$ cat config.mk
export PLATFORM = sky130hd
export DESIGN_NAME = display_arbiter
export DESIGN_NICKNAME = d
export VERILOG_FILES = /design/src/rtl/display_arbiter.sv
export SDC_FILE = /design/constraint.sdc
export NUM_CORES = 1
export LEC_CHECK = 0
export ABC_CLOCK_PERIOD_IN_PS = 2600
export BUFFER_PORTS_ARGS = -buffer_cell sky130_fd_sc_hd__buf_4
export CAP_MARGIN = 20
export CORE_UTILIZATION = 47
export DETAILED_ROUTE_END_ITERATION = 7
export HOLD_SLACK_MARGIN = 0.12
export MAX_ROUTING_LAYER = met4
export PLACE_DENSITY = 0.93
export SETUP_SLACK_MARGIN = 0.15
export SLEW_MARGIN = 25
export SYNTH_ARGS = -nofsm -noshare
export SYNTH_HDL_FRONTEND = slang
export SYNTH_SLANG_ARGS = --single-unit
$ cat constraint.sdc
create_clock -name clk -period 2.6 [get_ports clk]
set_clock_uncertainty 0.05 [all_clocks]
set_input_delay 0 -clock clk [delete_from_list [all_inputs] [get_ports clk]]
set_output_delay 0 -clock clk [all_outputs]
set_load 0.05 [all_outputs]
$ cat src/rtl/display_arbiter.sv
// Round-robin arbiter sharing one 7-seg driver; accept->o_drv_valid in 1 cycle, data held until i_drv_ready.
// Requesters are stalled (o_req_ready=0) from accept until the driver finishes its shift-out plus the hold time.
module display_arbiter #(
  parameter int DATA_WIDTH  = 16,
  parameter int NUM_REQ     = 3,
  parameter int HOLD_CYCLES = 0
) (
  input  logic                          clk,
  input  logic                          rst_n,
  input  logic [NUM_REQ*DATA_WIDTH-1:0] i_req_data,
  input  logic [NUM_REQ-1:0]            i_req_2s_comp,
  input  logic [NUM_REQ-1:0]            i_req_valid,
  output logic [NUM_REQ-1:0]            o_req_ready,
  output logic [DATA_WIDTH-1:0]         o_drv_data,
  output logic                          o_drv_2s_comp,
  output logic                          o_drv_valid,
  input  logic                          i_drv_ready,
  input  logic                          i_drv_done,
  output logic [$clog2(NUM_REQ)-1:0]    o_grant_idx,
  output logic                          o_busy
);

  localparam int IDX_W = $clog2(NUM_REQ);
  localparam int CNT_W = (HOLD_CYCLES > 1) ? $clog2(HOLD_CYCLES) : 1;
  localparam logic [CNT_W-1:0] HOLD_INIT = (HOLD_CYCLES > 0) ? CNT_W'(HOLD_CYCLES - 1) : '0;

  typedef enum logic [2:0] {IDLE, SEND, WAIT_START, WAIT_DONE, HOLD} state_t;

  state_t                 state, state_nxt;
  logic [IDX_W-1:0]       ptr;
  logic [IDX_W-1:0]       win_idx;
  logic                   win_found;
  logic [DATA_WIDTH-1:0]  win_data;
  logic                   win_2s;
  logic [CNT_W-1:0]       cnt, cnt_nxt;
  logic                   accept;

  // Two passes: indices at/after the pointer first, then the wrapped-around ones.
  always_comb begin
    win_found = 1'b0;
    win_idx   = '0;
    for (int j = 0; j < NUM_REQ; j++) begin
      if (!win_found && (j >= int'(ptr)) && i_req_valid[j]) begin
        win_found = 1'b1;
        win_idx   = IDX_W'(j);
      end
    end
    for (int j = 0; j < NUM_REQ; j++) begin
      if (!win_found && i_req_valid[j]) begin
        win_found = 1'b1;
        win_idx   = IDX_W'(j);
      end
    end
  end

  always_comb begin
    win_data = '0;
    win_2s   = 1'b0;
    for (int j = 0; j < NUM_REQ; j++) begin
      if (IDX_W'(j) == win_idx) begin
        win_data = i_req_data[j*DATA_WIDTH +: DATA_WIDTH];
        win_2s   = i_req_2s_comp[j];
      end
    end
  end

  assign accept = (state == IDLE) && win_found;

  // Gated by rst_n so ready drops the instant reset asserts, even with valids pending.
  always_comb begin
    o_req_ready = '0;
    if (accept && rst_n) o_req_ready = NUM_REQ'(1) << win_idx;
  end

  assign o_busy = (state != IDLE);

  always_ff @(posedge clk or negedge rst_n) begin
    if (!rst_n) begin
      state <= IDLE;
      cnt   <= '0;
    end else begin
      state <= state_nxt;
      cnt   <= cnt_nxt;
    end
  end

  always_comb begin
    state_nxt = state;
    cnt_nxt   = cnt;
    case (state)
      IDLE:       if (accept) state_nxt = SEND;
      SEND:       if (o_drv_valid && i_drv_ready) state_nxt = WAIT_START;
      WAIT_START: if (!i_drv_done) state_nxt = WAIT_DONE;
      WAIT_DONE: begin
        if (i_drv_done) begin
          if (HOLD_CYCLES == 0) begin
            state_nxt = IDLE;
          end else begin
            state_nxt = HOLD;
            cnt_nxt   = HOLD_INIT;
          end
        end
      end
      HOLD: begin
        if (cnt == '0) state_nxt = IDLE;
        else           cnt_nxt   = cnt - 1'b1;
      end
      default:    state_nxt = IDLE;
    endcase
  end

  always_ff @(posedge clk or negedge rst_n) begin
    if (!rst_n) begin
      o_drv_data    <= '0;
      o_drv_2s_comp <= 1'b0;
      o_drv_valid   <= 1'b0;
      o_grant_idx   <= '0;
      ptr           <= '0;
    end else if (accept) begin
      o_drv_data    <= win_data;
      o_drv_2s_comp <= win_2s;
      o_drv_valid   <= 1'b1;
      o_grant_idx   <= win_idx;
      ptr           <= (win_idx == IDX_W'(NUM_REQ - 1)) ? '0 : win_idx + 1'b1;
    end else if (o_drv_valid && i_drv_ready) begin
      o_drv_valid   <= 1'b0;
    end
  end

endmodule
==> impl_metrics.yaml <==
synthesis:
  syn_nets: 204
  ys.flop_type: "dfrtp_1"
  yosysMostFrequentCell: "dfrtp_1"
  netlist_top_cells_area: "dfrtp_1 43%, mux2i_1 12%, o31ai_1 10%"
  yosys_warnings: 0
  synthDistinctLibCells: 24
  synth_cells: 142
  synth_top_cell_by_area: "dfrtp_1"
  yosys-top-cells-count: "24 x dfrtp_1, 19 x o31ai_1, 17 x a31oi_1, 17 x and2_1, 17 x mux2i_1"
  seq_area_frac_synth_pct: 42.9
  syn_avg_cell_area_sq_um: 9.87
  synthesis.area_sq_um: 1400
  synth_top_area_share_pct: 42.9
  synth-seq-cells: 24
  async_flop_share_pct: 100
  synth_edf_count: 0
hold_path:
  min_to: "o_drv_valid$_DFFE_PN0P_"
  min_path_cells: 4
  hold_class: "in -> reg"
  hold_start: "i_req_valid[2]"
critical_path:
  crit_path_max_incr_delay_ns: 0.57
  end_kind: "flop"
  slowest_stage: "dlygate4sd3_1"
  reg2reg_to: "o_drv_data[15]$_DFFE_PN0P_"
  crit_chain: "inv_1 -> ha_4 -> o31ai_4 -> buf_6 -> and2_1 -> a31oi_1 -> o31ai_1 -> dlygate4sd3_1"
  cpLargestDelayFamily: "buffers and inverters"
  path_buf_inv: 3
  reg2reg_depth: 8
  critPathRequiredTime_ns: 2.79
  cp_max_fo: 24
  worstSetupStartpointType: "flop"
  rr_startpoint: "state[0]$_DFFE_PN0P_"
  critical_path_class: "reg -> reg"
  rrSetupSlack_ns: 0.19
  worst-endpoint-arrival_ns: 2.59
clock_tree:
  clockBufferDepth: 2
  cts_root_buffer: "clkbuf_4"
  tritoncts: "built"
  clock_sinks: 24
  clock_latency_ns: 0.34
  h-tree-depth: 1
  clk_pin_slew_ns: 0.16
  cts_buffers: 3
placed_design:
  dpl.cell_count: 248
  dp_hpwl_um: 2760
  place_area_sq_um: 2060
  gp_congestion: 0.854
  port_buffers: 81
  dp_slack_ns: 0.781
job:
  drv_cap: 0
floorplanning:
  dieArea_sq_um: 3200
  fp.coreArea_sq_um: 2780
  boundaryPins: 82
  rows: 19
  dieWidth_um: 56.6
  initial_utilization_pct: 50.4
  die_y_um: 56.6
finish:
  nets: 329
  multi_input_area_sq_um: 768
  syn_to_final_growth_pct: 82.4
  seqCellArea_sq_um: 601
  final_cells: 297
  fin_util_pct: 91.9
  diodes: 0
  stdcell_area_sq_um: 2560
  drive_gt1_share_pct: 38.7
  nFillCells: 96
route:
  routed_wl_um: 6420
  ant_nets: 0
  drt_pass1_iterations: 4
  drt-initial-drc-count: 132
  route.detailed.drc: 0
  routed_via_density: 6.09
  num_vias: 1809
  avgRoutedWirePerCell_um: 21.6
sta:
  tightest_slew_ns: 0.582
  fin_ws_ns: 0.195
  hold_ws_ns: 0.188
  drv_slew: 0
  slew_headroom_pct: 61.2
  finalCritPeriodShare_pct: 92.5
  setup_viol: 0
  fin_crit_ns: 2.41
  fmax_ghz: 0.416
  tns_ns: 0
  rsz0062_at_grt: "false"
  hold_violations: 0
global_route:
  grt_pass1_wl_um: 9170
  grt_max_degree: 25
  grt_overflow_total: 0
  grtUsageTotal_pct: 39.6
  antenna_found_initial: 0
  grt_pass1_vias: 1902
pwr:
  power.leakage_nw: 1.23
  power.density_nw_per_um2: 1240
  total_power_mw: 3.16
  max-vdd-ir-drop_v: 0.00125
status:
  outcome: "finished clean"
==> worst max-delay path by stage <==
stage	cells past startpoint	slack [ns]	endpoint	start
after floorplan	7	0.42	o_req_ready[1]	state[0]$_DFFE_PN0P_
after global placement	7	0.89	o_drv_2s_comp$_DFFE_PN0P_	state[0]$_DFFE_PN0P_
after detailed placement	7	0.78	o_drv_data[13]$_DFFE_PN0P_	state[1]$_DFFE_PN0P_
after CTS	8	0.22	o_drv_data[15]$_DFFE_PN0P_	state[1]$_DFFE_PN0P_
after global routing	8	0.15	o_drv_data[11]$_DFFE_PN0P_	state[1]$_DFFE_PN0P_
final	8	0.19	o_drv_data[15]$_DFFE_PN0P_	state[0]$_DFFE_PN0P_
==> repair_timing <==
item / 4_1_cts / 5_1_grt
endpoints found under the hold margin: 43 / 0
buffers inserted: 0 / 7
setup endpoints to repair: 0 / 9
hold buffers: 38 / 0
gates resized for setup: 0 / 3
==> layout make-up <==
type / count / share of cell area [%]
inverters: 4 / 0.587
flip-flops and latches: 24 / 23.5
multi-input cells: 102 / 30.1
repair buffers: 132 / 42.9
clock buffers: 4 / 1.42
well taps: 31 / 1.52
==> cells by family (layout without fill, tap and decap cells) <==
| kind of cell | after synthesis | in the layout | synth area share [%] |
|---|---|---|---|
| buffers and inverters | 16 | 140 | 4.82 |
| adder cells (fa/ha/maj) | 4 | 4 | 3.57 |
| multiplexers | 18 | 18 | 12.9 |
| AO/OA/AOI/OAI | 44 | 44 | 21.8 |
| AND/OR/NAND/NOR | 36 | 36 | 14.0 |
| flip-flops | 24 | 24 | 42.9 |
==> flip-flops by register name, summed over array words and instances, names as in the netlist <==
register       cells
o_drv_data        16
o_grant_idx        2
ptr                2
state              2
o_drv_2s_comp      1
o_drv_valid        1
==> cells in the final DEF, fill, tap and decap left out, types with 3 or more instances in the layout <==
master,instances
buf_4,92
dlygate4sd3_1,37
dfrtp_1,24
o31ai_1,18
mux2i_1,17
and2_1,17
a31oi_1,17
nand2_1,8
inv_1,4
nor2_1,3
ha_1,3
clkbuf_4,3
==> worst reg2reg max path: cells and delay by family, from the launching register on <==
family | cells | cell delay (ns)
buffers and inverters | 3 | 0.93
AOI/OAI and AO/OA | 3 | 0.49
DFF | 1 | 0.45
adders and majority gates | 1 | 0.21
and+or+nand+nor | 1 | 0.17
==> layer usage <==
| metal | wire, um | share of wire [%] | vias to the layer above | track usage (%) |
|---|---|---|---|---|
| li1 | - | - | 768 | - |
| met1 | 2370 | 37 | 861 | 44.2 |
| met2 | 3150 | 49 | 138 | 65.9 |
| met3 | 503 | 7.8 | 42 | 9.22 |
| met4 | 384 | 6.0 | 0 | 20.6 |
| met5 | 0 | 0 | - | - |
==> power breakdown <==
part | switching (mW) | total [mW] | internal, mW
sequential | 0.138 | 0.692 | 0.553
clock | 0.133 | 0.219 | 0.0860
combinational | 1.29 | 2.25 | 0.956
total | 1.56 | 3.16 | 1.60
Note: power is estimated with default switching activity, not from simulation.
